File: src/rtl/course_generator_if.sv
`default_nettype none
// ============================================================================
// Module      : course_generator_if
// Description : Bundle between the course generator, the game-control logic
//               and the box shifter. The generator takes the master side.
//               The shifter/controller takes the slave side.
//   start        controller -> generator : request a new course
//   course       generator  -> shifter   : parallel load word, STEPS+1 bits
//   load_n       generator  -> shifter   : active-low one-cycle load strobe
//   busy         generator  -> controller: generation in progress
//   done         generator  -> controller: one-cycle pulse with load_n low
//   right_count  generator  -> controller: number of right boxes in course
// Revision    : 1.0 - initial release
// ============================================================================
interface course_generator_if #(
    parameter int STEPS = 32
);
    localparam int c_cnt_w = $clog2(STEPS + 1);

    logic                start;
    logic [STEPS:0]      course;
    logic                load_n;
    logic                busy;
    logic                done;
    logic [c_cnt_w-1:0]  right_count;

    modport master (
        input  start,
        output course, load_n, busy, done, right_count
    );

    modport slave (
        output start,
        input  course, load_n, busy, done, right_count
    );
endinterface
`default_nettype wire

File: src/rtl/course_generator.sv
`default_nettype none
// ============================================================================
// Module      : course_generator
// Description : Builds a STEPS-box left/right course from a free-running
//               16-bit Galois LFSR. Runs of same-side boxes are capped at
//               MAX_RUN. The course is handed to the box shifter as a
//               parallel word with a one-cycle active-low load strobe.
// Ports       : clk     - system clock
//               resetn  - asynchronous active-low reset
//               bus     - course_generator_if.master:
//                         start (in), course, load_n, busy, done,
//                         right_count (out)
// Revision    : 1.0 - initial release
// ============================================================================
module course_generator #(
    parameter int          STEPS   = 32,
    parameter int          MAX_RUN = 3,
    parameter logic [15:0] SEED    = 16'hACE1
) (
    input  wire logic          clk,
    input  wire logic          resetn,
    course_generator_if.master bus
);

    localparam int                c_kw        = $clog2(STEPS);
    localparam int                c_cw        = $clog2(STEPS + 1);
    localparam int                c_rw        = $clog2(MAX_RUN + 1);
    localparam logic [15:0]       c_taps      = 16'hB400;
    // An all-zero Galois LFSR never leaves zero, so a zero seed is replaced.
    localparam logic [15:0]       c_lfsr_init = (SEED == 16'h0000) ? 16'h0001 : SEED;
    localparam logic [c_kw-1:0]   c_k_last    = c_kw'(STEPS - 1);
    localparam logic [c_rw-1:0]   c_run_max   = c_rw'(MAX_RUN);
    localparam logic [c_rw-1:0]   c_run_one   = c_rw'(1);

    typedef enum logic [1:0] {
        S_IDLE = 2'd0,
        S_FILL = 2'd1,
        S_LOAD = 2'd2
    } state_t;

    state_t             r_state;
    state_t             w_state_next;

    logic [15:0]        r_lfsr;
    logic [c_kw-1:0]    r_k;
    logic [STEPS-1:0]   r_shadow;
    logic [c_rw-1:0]    r_run;
    logic               r_prev;
    logic [c_cw-1:0]    r_tally;
    logic [STEPS:0]     r_course;
    logic [c_cw-1:0]    r_right;
    logic               r_load_n;
    logic               r_done;
    logic               r_busy;

    logic               w_rbit;
    logic               w_first;
    logic               w_bit;
    logic [c_rw-1:0]    w_run_next;

    // ------------------------------------------------------------------
    // Free-running LFSR: shifts every cycle regardless of state, so the
    // course depends on when start arrives as well as on the seed.
    // ------------------------------------------------------------------
    always_ff @(posedge clk or negedge resetn) begin
        if (!resetn) begin
            r_lfsr <= c_lfsr_init;
        end else begin
            r_lfsr <= {1'b0, r_lfsr[15:1]} ^ (r_lfsr[0] ? c_taps : 16'h0000);
        end
    end

    // ------------------------------------------------------------------
    // FSM state register
    // ------------------------------------------------------------------
    always_ff @(posedge clk or negedge resetn) begin
        if (!resetn) begin
            r_state <= S_IDLE;
        end else begin
            r_state <= w_state_next;
        end
    end

    // ------------------------------------------------------------------
    // FSM next state
    // ------------------------------------------------------------------
    always_comb begin
        w_state_next = r_state;
        case (r_state)
            S_IDLE:  if (bus.start) w_state_next = S_FILL;
            S_FILL:  if (r_k == c_k_last) w_state_next = S_LOAD;
            S_LOAD:  w_state_next = S_IDLE;
            default: w_state_next = S_IDLE;
        endcase
    end

    // ------------------------------------------------------------------
    // Box selection: take the random bit unless it would extend a run
    // that has already reached MAX_RUN, in which case switch sides.
    // ------------------------------------------------------------------
    always_comb begin
        w_rbit  = r_lfsr[0];
        w_first = (r_k == '0);
        w_bit   = w_rbit;
        if (!w_first && (r_run == c_run_max) && (w_rbit == r_prev)) begin
            w_bit = ~r_prev;
        end

        w_run_next = c_run_one;
        if (!w_first && (w_bit == r_prev)) begin
            // Saturate: the run can only sit at MAX_RUN, never exceed it.
            w_run_next = (r_run == c_run_max) ? r_run : (r_run + c_run_one);
        end
    end

    // ------------------------------------------------------------------
    // Datapath and registered outputs. course/right_count only move in
    // LOAD so the shifter keeps a stable previous course during FILL.
    // ------------------------------------------------------------------
    always_ff @(posedge clk or negedge resetn) begin
        if (!resetn) begin
            r_k      <= '0;
            r_shadow <= '0;
            r_run    <= '0;
            r_prev   <= 1'b0;
            r_tally  <= '0;
            r_course <= '0;
            r_right  <= '0;
            r_load_n <= 1'b1;
            r_done   <= 1'b0;
            r_busy   <= 1'b0;
        end else begin
            r_load_n <= 1'b1;
            r_done   <= 1'b0;
            r_busy   <= (w_state_next != S_IDLE);
            case (r_state)
                S_IDLE: begin
                    r_k      <= '0;
                    r_shadow <= '0;
                    r_run    <= '0;
                    r_prev   <= 1'b0;
                    r_tally  <= '0;
                end
                S_FILL: begin
                    r_shadow[r_k] <= w_bit;
                    r_prev        <= w_bit;
                    r_run         <= w_run_next;
                    r_tally       <= r_tally + c_cw'(w_bit);
                    r_k           <= r_k + c_kw'(1);
                end
                S_LOAD: begin
                    // Top bit is the finish marker and is always left.
                    r_course <= {1'b0, r_shadow};
                    r_right  <= r_tally;
                    r_load_n <= 1'b0;
                    r_done   <= 1'b1;
                end
                default: begin
                    r_k <= '0;
                end
            endcase
        end
    end

    assign bus.course      = r_course;
    assign bus.right_count = r_right;
    assign bus.load_n      = r_load_n;
    assign bus.done        = r_done;
    assign bus.busy        = r_busy;

endmodule
`default_nettype wire

File: src/flat_wrapper.sv
// flat-port wrapper written by rule: the top's interface ports become plain ports
module course_generator_flat 
#(
    parameter int          STEPS   = 32,
    parameter int          MAX_RUN = 3,
    parameter logic [15:0] SEED    = 16'hACE1
)
  (clk, resetn, bus_start, bus_course, bus_load_n, bus_busy, bus_done, bus_right_count);
  course_generator_if #(.STEPS(STEPS)) bus_i ();
  input  wire logic clk;
  input  wire logic resetn;
  input wire logic [$bits(bus_i.start)-1:0] bus_start;
  output wire logic [$bits(bus_i.course)-1:0] bus_course;
  output wire logic [$bits(bus_i.load_n)-1:0] bus_load_n;
  output wire logic [$bits(bus_i.busy)-1:0] bus_busy;
  output wire logic [$bits(bus_i.done)-1:0] bus_done;
  output wire logic [$bits(bus_i.right_count)-1:0] bus_right_count;
  assign bus_i.start = bus_start;
  assign bus_course = bus_i.course;
  assign bus_load_n = bus_i.load_n;
  assign bus_busy = bus_i.busy;
  assign bus_done = bus_i.done;
  assign bus_right_count = bus_i.right_count;
  course_generator #(.STEPS(STEPS), .MAX_RUN(MAX_RUN), .SEED(SEED)) u_core (.clk(clk), .resetn(resetn), .bus(bus_i));
endmodule
File: config.mk
export PLATFORM = sky130hd
export DESIGN_NAME = course_generator_flat
export DESIGN_NICKNAME = d
export VERILOG_FILES = /design/src/rtl/course_generator_if.sv /design/src/rtl/course_generator.sv /design/src/flat_wrapper.sv
export SDC_FILE = /design/constraint.sdc
export NUM_CORES = 1
export LEC_CHECK = 0
export CAP_MARGIN = 20
export CORE_ASPECT_RATIO = 2
export CORE_MARGIN = 8
export CORE_UTILIZATION = 51
export CTS_CLUSTER_DIAMETER = 40
export DETAILED_ROUTE_END_ITERATION = 6
export GPL_TIMING_DRIVEN = 0
export PLACE_DENSITY = 0.86
export SLEW_MARGIN = 15
export SYNTH_ARGS = -nofsm -noshare
export SYNTH_HDL_FRONTEND = slang
export SYNTH_SLANG_ARGS = --single-unit
File: constraint.sdc
create_clock -name clk -period 2.6 [get_ports clk]
set_input_delay 0.39 -clock clk [delete_from_list [all_inputs] [get_ports clk]]
set_output_delay 0.39 -clock clk [all_outputs]
set_load 0.01 [all_outputs]
==> metrics <==
# DRC=0; Setup WS pre-CTS=-0.339 ns; Synth async-reset ratio=1.00; Sw Share=0.348; Internal Power=3470 uW; worst path required time=roughly 2.8 ns; global-route wire length before repair=about 16000 um; synthesized cell area=~4600 sq um; TritonCTS clock tree=done; total number of vias=2931; Finished Layout Cells=500; peak supply drop=~0.49 mV; final hold vios=0; Die H=around 150 um; synth warn=0; gpl congestion=around 0.89; dpl cells=between 400 and 500; # diodes=0; clk_lat worst skew=~0.36 ns; combinational share of power=0.325; syn avg cell area=between 10 and 15 sq um; Clock Power Share=0.272; number of port buffers=43; initial antenna violation count=0; Row Count=slightly below 50; Die Width=around 83 um; Synth Instances=around 330; GRT overflow=0; Inserted Clock Buffers=9; die area=between 10000 and 15000 sq um; area occupied by multi-input gates=approximately 1800 sq um; fin worst setup slack=roughly 0.10 ns; hold crit path type=flip-flop to flip-flop; commonest cells after routing, fill and taps aside=dfrtp_1, clkdlybuf4s50_1, mux2_2, o211ai_1, o41ai_2; Sink Count=105; Synth Flop Type=dfrtp_1; CP max FO=10; Tmin final=2.50 ns; crit share post-route=0.960; Nets=between 400 and 500; Pwr per Cell Area=roughly 950 nW/um^2; final antenna-violating net count=0; core box area=8890 sq um; worst-case clock skew=0.0107 ns; vias per cell=5.86; share of cells above drive strength 1=0.312; switching power=around 1900 uW; CTS H-tree lvls=3; Finish-stage setup viols=0; maximum capacitance violations=0; leakage power=0.00264 uW; IO Count=45; crit end category=flip-flop; Layout area overhead=22.1%; initial cell density of the core=0.516; most common cell after layout, fill and taps aside=dfrtp_1; Slew @ Worst Pin=about 0.63 ns; # fillers=roughly 620; Max Slew Vio Count=0; clk slew on worst S/H paths=0.07 ns; CP Launch Type=flip-flop; Reg area=around 2600 sq um; initial DRC count=roughly 240; post-synth cell types=40; Pre-antenna DRT Iters=4; Post-synth EDFFs=0; Crit Path Class=flip-flop to flip-flop; max_slew headroom=0.579; largest net degree at the start of global routing=92; Clock Path Buffers=2; post-synth net total=approximately 340; overall power=around 5300 uW; WL/cell=19.6 um; number of global-route vias before repair=around 3200; hpwl dp=6720 um; WP data arrival=2.74 ns; Reg power frac=0.403; register area share after synthesis=0.576; GR Util All Layers=0.162; fmax=approximately 400 MHz; status=complete, no violations; final WL=between 9000 and 10000 um; Root Driver=clkbuf_16; Synth Register Bits=105
-- per-layer routing --
layer | global-route usage | up-vias | wire length (um)
met5 | 0 | - | 0
met4 | 0.0867 | 0 | 293
met3 | 0.0425 | 17 | 340
met2 | 0.297 | 62 | 5510
met1 | 0.163 | 1502 | 3670
li1 | - | 1350 | -
-- cells by family (layout without fill, tap and decap cells) --
group | Yosys count | after routing | synth area share
multiplexers | 42 | 42 | 0.103
adder cells (fa/ha/maj) | 8 | 8 | 0.0218
XOR/XNOR | 5 | 5 | 0.00955
AND/OR/NAND/NOR | 49 | 49 | 0.0641
AO/OA/AOI/OAI | 80 | 80 | 0.183
buffers and inverters | 37 | 108 | 0.0420
flip-flops | 105 | 105 | 0.576
other | 1 | 1 | 0.000818
-- power groups by stage --
stage	combinational [uW]	sequential [uW]	clock, uW
final	1730	2150	1450
after floorplan	1190	2090	0
after detailed placement	1570	2180	0
after global routing	1880	2170	1530
after global placement	1490	2150	0
after CTS	1630	2150	1460
-- flip-flops by register name, summed over array words and instances, names as in the netlist --
signal / flops
u_core.bus.busy: 1
u_core.bus.course: 32
u_core.bus.done: 1
u_core.bus.load_n: 1
u_core.bus.right_count: 6
u_core.r_k: 5
u_core.r_lfsr: 16
u_core.r_prev: 1
u_core.r_run: 2
u_core.r_shadow: 32
u_core.r_state: 2
u_core.r_tally: 6
-- repair_timing --
item,in CTS,in global routing
hold endpoints to repair,13,0
resized for setup,5,3
hold buffers,1,0
setup endpoints to repair,4,3
pin swaps,1,1
buffers inserted,2,8
-- critical path: stages, from the launching register on --
cell,delay (ns)
dfrtp_1,0.41
inv_1,0.11
ha_1,0.18
nor4b_4,0.24
buf_4,0.19
nor2_4,0.04
buf_8,0.14
nor2_1,0.13
ha_1,0.19
ha_2,0.20
nand3_1,0.09
mux2_2,0.28
a22o_1,0.18
-- cell usage after synthesis (4+ instances only) --
cell,n,area [sq um]
dfrtp_1,96,2400
mux2_2,36,405
o211ai_1,32,240
o41ai_2,29,472
clkbuf_1,11,41.3
nand2_1,11,41.3
buf_2,10,50.1
dfstp_2,9,236
nor2_1,9,33.8
ha_1,8,100
o21ai_0,8,40.0
nand3b_1,7,52.6
a22o_1,5,43.8
inv_1,5,18.8
mux2_1,5,56.3
xor2_1,5,43.8
buf_6,4,45.0
nand3_1,4,20.0
-- final cells by class --
type / count / share of cell area
Sequential cell: 105 / 0.471
Buffer: 31 / 0.0328
Timing Repair Buffer: 55 / 0.0972
Clock buffer: 13 / 0.0447
Inverter: 6 / 0.00402
Clock inverter: 3 / 0.0116
Tap cell: 102 / 0.0228
Multi-Input combinational cell: 185 / 0.316
-- stage by stage --
| stage | utilization | hold WS (ns) | cell area (sq um) | TNS, ns |
|---|---|---|---|---|
| after floorplan | - | 0.0944 | 4580 | 0 |
| after global placement | 0.578 | 0.339 | 5140 | -248.02 |
| after detailed placement | 0.582 | 0.225 | 5170 | -0.546 |
| after CTS | 0.622 | 0.349 | 5530 | 0 |
| after global routing | 0.630 | 0.351 | 5600 | -0.0153 |
| final | 0.630 | 0.348 | 5600 | 0 |
-- worst paths after layout --
path	end	slack [ns]	cells after the start	from
setup reg to reg	u_core.r_tally[4]	0.10	12	u_core.r_k[1]
hold / removal	u_core.r_lfsr[1]	0.35	0	u_core.r_lfsr[2]
max in group asynchronous	u_core.r_lfsr[7]	1.47	3	resetn
min in group asynchronous	u_core.bus.right_count[4]	0.43	2	resetn
hold reg to reg	u_core.r_lfsr[1]	0.35	0	u_core.r_lfsr[2]
setup / recovery	u_core.r_tally[4]	0.10	12	u_core.r_k[1]
(Power assumes the default switching activity.)
==> patch 1, RTL diff (config.mk and constraints unchanged) <==
Encoding of `state_t`: now one-hot (3 bits for 3 states).
--- a/src/rtl/course_generator.sv
+++ b/src/rtl/course_generator.sv
@@ -32,10 +32,10 @@
     localparam logic [c_rw-1:0]   c_run_max   = c_rw'(MAX_RUN);
     localparam logic [c_rw-1:0]   c_run_one   = c_rw'(1);
 
-    typedef enum logic [1:0] {
-        S_IDLE = 2'd0,
-        S_FILL = 2'd1,
-        S_LOAD = 2'd2
+    typedef enum logic [2:0] {
+        S_IDLE = 3'b001,
+        S_FILL = 3'b010,
+        S_LOAD = 3'b100
     } state_t;
 
     state_t             r_state;
Check against the original RTL: no difference found for any inputs over 10 cycles, from zero or initial values and one cycle with resetn low; not proved beyond that.
==> patch 1 against the original RTL <==
Synthesized area hardly changed; sequential share of layout area up 0.87 points; routed wire length rose by 1.9%; global-route usage is 0.32 points higher; worst setup slack got worse by 0.044 ns; sequential cell count rose by 1; final area fell by 0.83%; final cell count decreased by 0.80%; die area about the same; worst hold slack improved by 0.0063 ns; critical endpoint is now u_core.r_tally[1]$_DFFE_PN0P_.
Power is not compared: it rests on default switching activity, and its combinational part moved more than twofold at a synthesized area within 25%.
==> patch 1: results (changes against the original RTL) <==
Placed cells: 473 (unchanged)
Place WS: -0.2264 ns (was -0.3388 ns)
Distinct cells, synth: 41 (was 40)
CTS buffer count: 9 (unchanged)
First-pass DRT Iterations: 4 (unchanged)
Syn Inst Count: 327 (unchanged)
Net count, final: 400 (was 404)
Yosys warns: 0 (unchanged)
Worst VDD drop: 462.5 uV
# diodes: 0 (unchanged)
First-pass GRT wire length: 16,730 um (was 16,220 um)
Worst-path fanout max: 10 (unchanged)
GRT Util Overall: 16.55% (was 16.23%)
Seq/Total Area, Yosys: 58.09% (was 57.56%)
Status: finished, final reports clean (unchanged)
Hold WC Path Type: reg -> reg (unchanged)
Async SR Flop Fraction: 100.0% (unchanged)
Gp weighted congestion: 0.8397 (was 0.8875)
DR vias/cell: 6.105 (was 5.862)
Clk Latency, worst-skew pair: 0.35 ns
Pin count of the biggest net entering global routing: 82 (was 92)
Gr ovfl total: 0 (unchanged)
Placed Area: 5175 sq um (was 5171 sq um)
WP data arrival: 2.78 ns (was 2.74 ns)
Post-Route WL: 10,010 um (was 9818 um)
First-iteration detailed-routing DRC count: 211 (was 239)
LEAKAGE: 2.567 nW
Setup_tns: 0 ns (unchanged)
H-tree depth: 3 (unchanged)
Filler Cell Count: 637 (was 621)
Post-DP HPWL: 6849 um (was 6719 um)
Clock Tree Root: clkbuf_16 (unchanged)
DR WL/cell: 20.17 um (was 19.64 um)
Vias in the first global route: 3,348 (was 3,208)
Post-synth top cells: dfrtp_1, mux2_2, o211ai_1 (unchanged)
Share of layout cells above drive strength 1: 31.22% (was 31.16%)
Worst-Margin Slew: 0.6345 ns (was 0.6308 ns)
Worst-path clk slew: 0.07 ns (about the same)
Main area contributors after synthesis: dfrtp_1, o41ai_2, mux2_2, dfstp_2, o211ai_1 (was dfrtp_1, o41ai_2, mux2_2, o211ai_1, dfstp_2)
Clk buf depth: 2 (unchanged)
Initial antenna violation count: 0 (unchanged)
Syn Nets: 338 (unchanged)
Port Buffer Count: 43 (unchanged)
Layout Skew: 0.006958 ns (was 0.01067 ns)
patch 1: timing repair:
item	in CTS	in global routing
hold buffers	1	0
hold endpoints to repair	17	0
gates resized for setup	7	4
endpoints found under the setup margin	6	4
setup buffers	2	4
patch 1: critical path, stage by stage (launching register included):
cell	delay, ns
dfrtp_1	0.41
inv_2	0.10
ha_4	0.15
or4b_4	0.49
and3_4	0.21
buf_6	0.13
buf_6	0.15
nor2_1	0.12
ha_2	0.20
ha_2	0.27
a22o_1	0.20
patch 1: cells by family after synthesis:
family | after synthesis | synth area share (%)
xor gates and xnor gates | 4 | 0.7635
muxes | 41 | 9.981
and+or+nand+nor | 42 | 6.054
other | 1 | 0.08173
AOI/OAI and AO/OA | 82 | 18.33
adders and majority gates | 8 | 2.182
buffers and inverters | 43 | 4.527
DFF | 106 | 58.09
patch 1: final timing paths:
| path | slack (ns) | startpoint | to | cells after the start |
|---|---|---|---|---|
| max | 0.06 | u_core.r_k[0]$_DFFE_PN0N_ | u_core.r_tally[1]$_DFFE_PN0P_ | 10 |
| min | 0.35 | u_core.r_lfsr[1]$_DFF_PN0_ | u_core.r_lfsr[0]$_DFF_PN1_ | 0 |
| max reg2reg | 0.06 | u_core.r_k[0]$_DFFE_PN0N_ | u_core.r_tally[1]$_DFFE_PN0P_ | 10 |
| min reg2reg | 0.35 | u_core.r_lfsr[1]$_DFF_PN0_ | u_core.r_lfsr[0]$_DFF_PN1_ | 0 |
| max in group asynchronous | 1.46 | resetn | u_core.r_state[0]$_DFF_PN1_ | 3 |
| min in group asynchronous | 0.45 | resetn | u_core.bus.course[25]$_DFFE_PN0P_ | 2 |
patch 1: layout make-up:
type / count / area (sq um) / area share (%)
plain buffers: 35 / 181.4 / 3.267
clock buffers: 9 / 225.2 / 4.056
clock inverters: 7 / 56.30 / 1.014
inverters: 8 / 30.03 / 0.5408
multi-input cells: 178 / 1753 / 31.57
flip-flops and latches: 106 / 2665 / 47.99
well taps: 102 / 127.6 / 2.298
repair buffers: 51 / 514.2 / 9.261
patch 1: power breakdown:
group	switching (mW)	internal, mW
logic	0.334	0.165
registers	0.0407	1.69
clock network	0.616	0.655
patch 1: per-layer routing:
metal	GRT usage, %	share of wire [%]
met1	17.09	38
met2	29.25	54
met3	3.250	3.8
met4	11.68	4.5
met5	0	0
==> patch 2, RTL diff (config.mk and constraints unchanged) <==
Without the edit above. `STEPS` is set to 32 in 3 places; all go to 16.
--- a/src/rtl/course_generator_if.sv
+++ b/src/rtl/course_generator_if.sv
@@ -13,7 +13,7 @@
 // Revision    : 1.0 - initial release
 // ============================================================================
 interface course_generator_if #(
-    parameter int STEPS = 32
+    parameter int STEPS = 16
 );
     localparam int c_cnt_w = $clog2(STEPS + 1);
 
--- a/src/rtl/course_generator.sv
+++ b/src/rtl/course_generator.sv
@@ -13,7 +13,7 @@
 // Revision    : 1.0 - initial release
 // ============================================================================
 module course_generator #(
-    parameter int          STEPS   = 32,
+    parameter int          STEPS   = 16,
     parameter int          MAX_RUN = 3,
     parameter logic [15:0] SEED    = 16'hACE1
 ) (
--- a/src/flat_wrapper.sv
+++ b/src/flat_wrapper.sv
@@ -1,7 +1,7 @@
 // flat-port wrapper written by rule: the top's interface ports become plain ports
 module course_generator_flat 
 #(
-    parameter int          STEPS   = 32,
+    parameter int          STEPS   = 16,
     parameter int          MAX_RUN = 3,
     parameter logic [15:0] SEED    = 16'hACE1
 )
Ports: changed (resized bus_course and bus_right_count); port bits go from 45 to 28. No check against the original RTL was run, so the function may have changed too.
==> patch 2 against the original RTL <==
Final area fell by 34%; routed wire length fell by 33%; worst setup slack got worse by 0.023 ns; power fell by 29%; via count fell by 22%; synthesized area fell by 35%; sequential cell count fell by 35.
==> patch 2: results (changes against the original RTL) <==
Status: finished, final reports clean (unchanged)
R2R depth: 10 (was 12)
LEAKAGE: 1.782 nW (was 2.636 nW)
Clk Latency, worst-skew pair: 0.33 ns (was 0.36 ns)
Share of layout cells above drive strength 1: 15.34% (was 31.16%)
Distinct cells, synth: 35 (was 40)
Post-Route WL: 6605 um (was 9818 um)
Post-DP HPWL: 4411 um (was 6719 um)
Met2 GRT Util: 27.05% (was 29.68%)
Place WS: -0.2439 ns (was -0.3388 ns)
Seq/Total Area, Yosys: 59.43% (was 57.56%)
Final hold slack: 0.3446 ns (was 0.3477 ns)
First-iteration detailed-routing DRC count: 193 (was 239)
Syn Nets: 311 (was 338)
CP endpoint: u_core.r_tally[2]$_DFFE_PN0P_ (was u_core.r_tally[4]$_DFFE_PN0P_)
Worst VDD drop: 837.8 uV (was 493.0 uV)
HP Start: u_core.r_lfsr[4]$_DFF_PN0_ (was u_core.r_lfsr[2]$_DFF_PN0_)
Slowest cell on the critical path: or3b_4 (was dfrtp_1)
CP startpoint: u_core.r_k[0]$_DFFE_PN0N_ (was u_core.r_k[1]$_DFFE_PN0N_)
Layout Skew: 0.003963 ns (was 0.01067 ns)
Grt met1 use: 15.78% (was 16.25%)
Worst-path fanout max: 4 (was 10)
Pin count of the biggest net entering global routing: 55 (was 92)
Min cycle time layout: 2.519 ns (was 2.496 ns)
Post-synth top cells: nand2_1, dfrtp_1, a21oi_1 (was dfrtp_1, mux2_2, o211ai_1)
Main area contributors after synthesis: dfrtp_1, nand2_1, dfstp_2, a21oi_1, ha_1 (was dfrtp_1, o41ai_2, mux2_2, o211ai_1, dfstp_2)
Net count, final: 357 (was 404)
Vias in the first global route: 2,271 (was 3,208)
Register area: 1763 sq um (was 2639 sq um)
Setup slack, reg-to-reg: 0.08 ns (was 0.10 ns)
patch 2: cell count changes after synthesis, sizes merged, moves of 4 or more:
cell / before / now
dfrtp: 96 / 61
nand3: 4 / 15
a21oi: 2 / 23
o211ai: 32 / 1
o21ai: 8 / 23
o41ai: 31 / 0
mux2: 41 / 1
buf: 20 / 9
nand3b: 7 / 1
o31ai: 0 / 4
nor2: 10 / 5
a31oi: 0 / 4
and2: 0 / 4
nand2: 11 / 92
patch 2: routing by layer:
layer | part of all wire [%] | up-vias
met5 | 0 | -
met4 | 5.2 | 0
met3 | 4.6 | 25
met2 | 53 | 57
met1 | 37 | 1117
li1 | - | 1086
patch 2: power groups by stage:
stage	Combinational, mW	Sequential, mW	Clock, mW
final	1.17	1.51	1.11
after global routing	1.29	1.53	1.19
after CTS	1.09	1.50	1.13
after detailed placement	1.01	1.52	0
after global placement	0.952	1.51	0
after floorplan	0.731	1.47	0
patch 2: cells by family (layout without fill, tap and decap cells):
group	after synthesis	in the layout	share of synthesized area [%]
and+or+nand+nor	127	127	18.14
DFF	70	70	59.43
AOI/OAI and AO/OA	63	63	13.71
buffers and inverters	28	79	4.091
adders and majority gates	7	7	2.952
xor gates and xnor gates	4	4	1.181
other	1	1	0.1264
muxes	1	1	0.3796
patch 2: layout make-up:
class | instances | share of cell area (%)
multi-input cells | 203 | 30.00
clock inverters | 1 | 0.1353
inverters | 5 | 0.5073
plain buffers | 23 | 3.010
repair buffers | 35 | 9.401
clock buffers | 15 | 7.237
flip-flops and latches | 70 | 47.65
well taps | 61 | 2.063
patch 2: what timing repair did:
item,CTS,global route
buffers inserted,3,4
endpoints found under the setup margin,3,2
gates resized for setup,5,4
hold buffers,1,0
pin swaps,0,1
hold endpoints to repair,8,0
